--- src/rtl/uart_tx_mmio.sv ---
// Memory-mapped 8N1 UART transmitter: TXDATA writes queue bytes in a FIFO, STATUS reports full/empty/busy/overflow/count.
// Push-to-start-bit latency is one clock; a write to a full FIFO is dropped and flags a sticky overflow.
module uart_tx_mmio #(
    parameter logic [31:0] BASE_ADDRESS    = 32'h4000_0000,
    parameter int          CLOCKS_PER_BIT  = 100,
    parameter int          FIFO_DEPTH_LOG2 = 4
) (
    input  logic        clock,
    input  logic        reset,
    input  logic [31:0] data_address,
    input  logic [31:0] data_out,
    input  logic        data_write,
    input  logic        data_read,
    output logic [31:0] data_in,
    output logic        tx,
    output logic        irq_empty
);
    localparam int DEPTH = 1 << FIFO_DEPTH_LOG2;
    localparam int PW    = FIFO_DEPTH_LOG2;
    localparam int CW    = FIFO_DEPTH_LOG2 + 1;
    localparam int BW    = $clog2(CLOCKS_PER_BIT);
    localparam logic [CW-1:0] FULL_COUNT  = CW'(DEPTH);
    localparam logic [BW-1:0] BAUD_LAST   = BW'(CLOCKS_PER_BIT - 1);
    localparam logic [31:0]   TXDATA_ADDR = BASE_ADDRESS + 32'd4;
    localparam logic [31:0]   STATUS_ADDR = BASE_ADDRESS + 32'd12;

    typedef enum logic [1:0] {IDLE, START, DATA, STOP} state_t;
    state_t state, state_d;

    logic [7:0]    mem [DEPTH];
    logic [PW-1:0] wr_ptr, rd_ptr;
    logic [CW-1:0] count, count_d;
    logic          overflow;
    logic [7:0]    sh, sh_d;
    logic [2:0]    bit_cnt, bit_cnt_d;
    logic [BW-1:0] baud_cnt, baud_d;
    logic          baud_wrap;
    logic          tx_d;
    logic          push_req, push, pop, full, empty, status_wr;
    logic          unused_ok;

    assign full      = (count == FULL_COUNT);
    assign empty     = (count == '0);
    assign push_req  = data_write && (data_address == TXDATA_ADDR);
    assign status_wr = data_write && (data_address == STATUS_ADDR);
    // A full FIFO still accepts a byte when the head leaves on the same edge.
    assign push      = push_req && (!full || pop);
    assign unused_ok = ^{data_read, data_out[31:8]};

    always_comb begin
        data_in = 32'h0;
        if (data_address == STATUS_ADDR) begin
            data_in[0]    = full;
            data_in[1]    = empty;
            data_in[2]    = (state != IDLE);
            data_in[3]    = overflow;
            data_in[15:8] = 8'(count);
        end
    end

    always_comb begin
        state_d   = state;
        sh_d      = sh;
        bit_cnt_d = bit_cnt;
        baud_d    = baud_cnt;
        pop       = 1'b0;
        tx_d      = 1'b1;
        baud_wrap = (baud_cnt == BAUD_LAST);
        case (state)
            IDLE: begin
                if (!empty) begin
                    pop       = 1'b1;
                    sh_d      = mem[rd_ptr];
                    bit_cnt_d = 3'd0;
                    baud_d    = '0;
                    state_d   = START;
                end
            end
            START: begin
                if (baud_wrap) begin
                    baud_d  = '0;
                    state_d = DATA;
                end else begin
                    baud_d = baud_cnt + BW'(1);
                end
            end
            DATA: begin
                if (baud_wrap) begin
                    baud_d    = '0;
                    sh_d      = {1'b0, sh[7:1]};
                    bit_cnt_d = bit_cnt + 3'd1;
                    if (bit_cnt == 3'd7) state_d = STOP;
                end else begin
                    baud_d = baud_cnt + BW'(1);
                end
            end
            STOP: begin
                if (baud_wrap) begin
                    baud_d  = '0;
                    state_d = IDLE;
                end else begin
                    baud_d = baud_cnt + BW'(1);
                end
            end
            default: state_d = IDLE;
        endcase

        // tx is registered from the upcoming state so it changes on the same edge as the FSM.
        case (state_d)
            START:   tx_d = 1'b0;
            DATA:    tx_d = sh_d[0];
            default: tx_d = 1'b1;
        endcase

        count_d = count;
        if (push && !pop)      count_d = count + CW'(1);
        else if (pop && !push) count_d = count - CW'(1);
    end

    always_ff @(posedge clock or posedge reset) begin
        if (reset) begin
            state     <= IDLE;
            sh        <= 8'h0;
            bit_cnt   <= 3'd0;
            baud_cnt  <= '0;
            tx        <= 1'b1;
            irq_empty <= 1'b1;
            count     <= '0;
            wr_ptr    <= '0;
            rd_ptr    <= '0;
            overflow  <= 1'b0;
        end else begin
            state     <= state_d;
            sh        <= sh_d;
            bit_cnt   <= bit_cnt_d;
            baud_cnt  <= baud_d;
            tx        <= tx_d;
            irq_empty <= (count_d == '0) && (state_d == IDLE);
            count     <= count_d;
            if (push) wr_ptr <= wr_ptr + PW'(1);
            if (pop)  rd_ptr <= rd_ptr + PW'(1);
            if (push_req && !push)
                overflow <= 1'b1;
            else if (status_wr && data_out[3])
                overflow <= 1'b0;
        end
    end

    always_ff @(posedge clock) begin
        if (push) mem[wr_ptr] <= data_out[7:0];
    end

endmodule

--- config.mk ---
export PLATFORM = sky130hd
export DESIGN_NAME = uart_tx_mmio
export DESIGN_NICKNAME = d
export VERILOG_FILES = /design/src/rtl/uart_tx_mmio.sv
export SDC_FILE = /design/constraint.sdc
export NUM_CORES = 1
export LEC_CHECK = 0
export ABC_AREA = 0
export BUFFER_PORTS_ARGS = -buffer_cell sky130_fd_sc_hd__buf_2
export CAP_MARGIN = 20
export CORE_UTILIZATION = 40
export DETAILED_ROUTE_END_ITERATION = 16
export PLACE_DENSITY_LB_ADDON = 0.25
export SLEW_MARGIN = 20
export SYNTH_ARGS = -nofsm -noshare
export SYNTH_HDL_FRONTEND = slang
export SYNTH_SLANG_ARGS = --single-unit
--- constraint.sdc ---
create_clock -name clock -period 2.9 [get_ports clock]
set_input_delay 0.435 -clock clock [delete_from_list [all_inputs] [get_ports clock]]
set_output_delay 0.435 -clock clock [all_outputs]
set_load 0.01 [all_outputs]
==> flow_summary.ini <==
[route]
postRouteWirelength_um = 14800
routed-wl-met2_um = 7780
drt_drc_violations_left = 0
drt-vias-per-instance = 5.28
drt_pre_antenna_iters = 5
highest_layer = met4
ant_nets = 0
wirelength_met1_um = 6130
met3WireLength_um = 692
dr.first_iter.drc_count = 261
routed_wire_length_per_instance_um = 19.1
route.vias.total = 4095

[clock_network]
htree_num_levels = 4
clock_latency_reported_for_the_late_side_of_the_worst_skew_pair_ps = 430
clock_sink_count = 164
cts_buffers = 17
cts-resized-gates = 0
cts_max_path_buffers = 2
cts_root_buffer = sky130_fd_sc_hd__clkbuf_16
number_of_buffers_added_to_fix_hold_violations_after_cts = 0
post-cts-setup-buffers = 0
tritoncts_clock_tree = yes
clk_transition_reported_paths_ps = 60

[placed_design]
detailed_place.area_mm2 = 0.00784
numPortBuffers = 53
dpl.hpwl_um = 9870
gp_congestion = 0.826
dp.cells = 744

[sta]
tcrit_tclk_final = 0.885
skew_ps = 7.51
slew-limit-headroom = 0.566
unrepaired_setup_endpoints_after_global_routing = no
tightest_slew_ps = 641
timing.hold.ws_ps = 111
maxSlewViolCount = 0
timing.final.crit_period_ps = 2570
hold_violations = 0
setup-violations-final = 0
max_clock_freq_mhz = 390
setup_tns_ps = 0

[finish]
filler_cell_count = 1496
layout_common_cells = sky130_fd_sc_hd__edfxtp_1 (128), sky130_fd_sc_hd__buf_2 (53), sky130_fd_sc_hd__mux4_2 (39)
post_route_cells_drive_above_1_share = 0.310
antenna_cells_inserted = 0
finalNetCount = 617
leading_cell_type_in_the_layout_fill_and_taps_excluded = sky130_fd_sc_hd__edfxtp_1
final_cell_count_no_fill = 776
layout.cell_area.non_filler_mm2 = 0.00843
area_growth_pct = 17.1

[synthesis]
post_synth.cell_area_avg_um2 = 15.9
synth_top_flop_cell = sky130_fd_sc_hd__edfxtp_1
synth_top_cells_by_area = sky130_fd_sc_hd__edfxtp_1 (53%), sky130_fd_sc_hd__mux4_2 (12%), sky130_fd_sc_hd__dfrtp_1 (12%), sky130_fd_sc_hd__buf_4 (2.4%), sky130_fd_sc_hd__ha_1 (1.9%)
ys_warn_count = 0
simple_gate_share_of_the_synthesized_area = 0.0902
synth-xor-area-share = 0.0170
synth.distinct_cells = 52
synth_top_area_cell = sky130_fd_sc_hd__edfxtp_1
postSynthCellCount = 452
synth_top_family_by_area = multiplexers
synthesis.area_mm2 = 0.00720
asyncSetResetFlopFracSynth = 0.220
synthesized_area_fraction_occupied_by_ao_oa_aoi_and_oai_cells = 0.0435
synth_fa_ha_area_frac = 0.0191
number_of_enable_flip_flop_cells_after_synthesis = 128
synth_top_area_frac = 0.534
synth.yosys.seq_area_share = 0.659
synth-seq-cells = 164
synth.mux.area_fraction = 0.129

[flow_run]
maxCapViolCount = 0

[grt]
first_pass_grt_wire_length_um = 23600
total_congestion_overflow_after_global_routing = 0
first_global_vias = 4175
antenna_found_initial = 0
groute.usage.overall = 0.178
largest_net_degree_at_the_start_of_global_routing = 37

[die]
io-pin-count = 102
chipWidth_um = 136
fp.dieH_um = 136
die-area_mm2 = 0.0185
floorplan.rows = 48
starting_density_of_the_core = 0.413
core_region_mm2 = 0.0174

[setup_path]
critPathLaunch = data_address[18]
timing.critical_path.to_type = primary output
timing.setup.critical_path_class = input port to primary output
arrival_ps = 2130
timing.critical_path.from_type = input port
crit-reg2reg-launch = count[0]
critical_path_peak_fanout = 8
crit_required_ps = 2470

[pwr]
total_leakage_power_uw = 0.00309
cellPowerDensity_mw_per_mm2 = 579
p_total_uw = 4880
ir_worst_vdd_v = 0.000468

[run_status]
status = completed

[worst_hold_path]
hold_class = input port to async pin
## registers in the layout, summed over array words and instances (netlist names)
| name | flops |
|---|---|
| wr_ptr | 4 |
| sh | 8 |
| mem | 128 |
| state | 2 |
| overflow | 1 |
| rd_ptr | 4 |
| irq_empty | 1 |
| baud_cnt | 7 |
| count | 5 |
| bit_cnt | 3 |
| tx | 1 |
## synth_stat cells (9+ instances only)
master and instances:
sky130_fd_sc_hd__ha_1 11, sky130_fd_sc_hd__inv_1 11, sky130_fd_sc_hd__mux4_2 39, sky130_fd_sc_hd__nor4_1 11, sky130_fd_sc_hd__buf_4 23, sky130_fd_sc_hd__nand3_1 10, sky130_fd_sc_hd__o21ai_0 21, sky130_fd_sc_hd__nand2_1 30
sky130_fd_sc_hd__nor2_1 28, sky130_fd_sc_hd__clkbuf_1 10, sky130_fd_sc_hd__edfxtp_1 128, sky130_fd_sc_hd__dfrtp_1 34, sky130_fd_sc_hd__xnor2_1 12, sky130_fd_sc_hd__and3_1 9
## metrics by stage
stage,worst slack (ps),utilization
floorplan,73.5,-
global placement,86.0,0.450
detailed placement,6.51,0.450
CTS,304,0.484
global route,155,0.484
finish,335,0.484
## critical path, stage by stage
cell and delay [ps]:
sky130_fd_sc_hd__buf_2 100, sky130_fd_sc_hd__nor4_1 450, sky130_fd_sc_hd__nand4_4 260, sky130_fd_sc_hd__nor2_1 390
sky130_fd_sc_hd__and3_1 230, sky130_fd_sc_hd__nor2b_1 130, sky130_fd_sc_hd__buf_2 140
## routing by layer
metal,vias to the layer above,GRT usage
met5,-,0
met4,0,0.0623
met3,13,0.0388
met2,100,0.303
met1,2087,0.223
li1,1895,-
## layout make-up
type	instances	area, um^2	area share
Sequential cell	164	4750	0.563
Multi-Input combinational cell	258	2240	0.266
Timing Repair Buffer	86	526	0.0623
Clock buffer	18	429	0.0509
Tap cell	225	282	0.0334
Clock inverter	14	165	0.0196
Inverter	11	41.3	0.00490
## final timing paths
check	slack, ps	cells after the start	end
min reg2reg	510	2	overflow
min	110	3	baud_cnt[0]
min in group clock	340	4	overflow
max	330	7	data_in[0]
max reg2reg	360	8	irq_empty
max in group asynchronous	2440	3	rd_ptr[0]
## logic make-up (layout without fill, tap and decap cells)
| group | after synthesis | after routing |
|---|---|---|
| DFF | 164 | 164 |
| and+or+nand+nor | 118 | 118 |
| muxes | 44 | 44 |
| AOI/OAI and AO/OA | 48 | 48 |
| adders and majority gates | 11 | 11 |
| other | 1 | 23 |
| xor gates and xnor gates | 14 | 14 |
| buffers and inverters | 52 | 129 |
## where the power goes
group	internal, uW	switching (uW)	total (uW)
clock	1300	968	2260
sequential	2540	0.161	2540
combinational	24.0	60.2	84.1
Power figures use the tool's default switching activity.
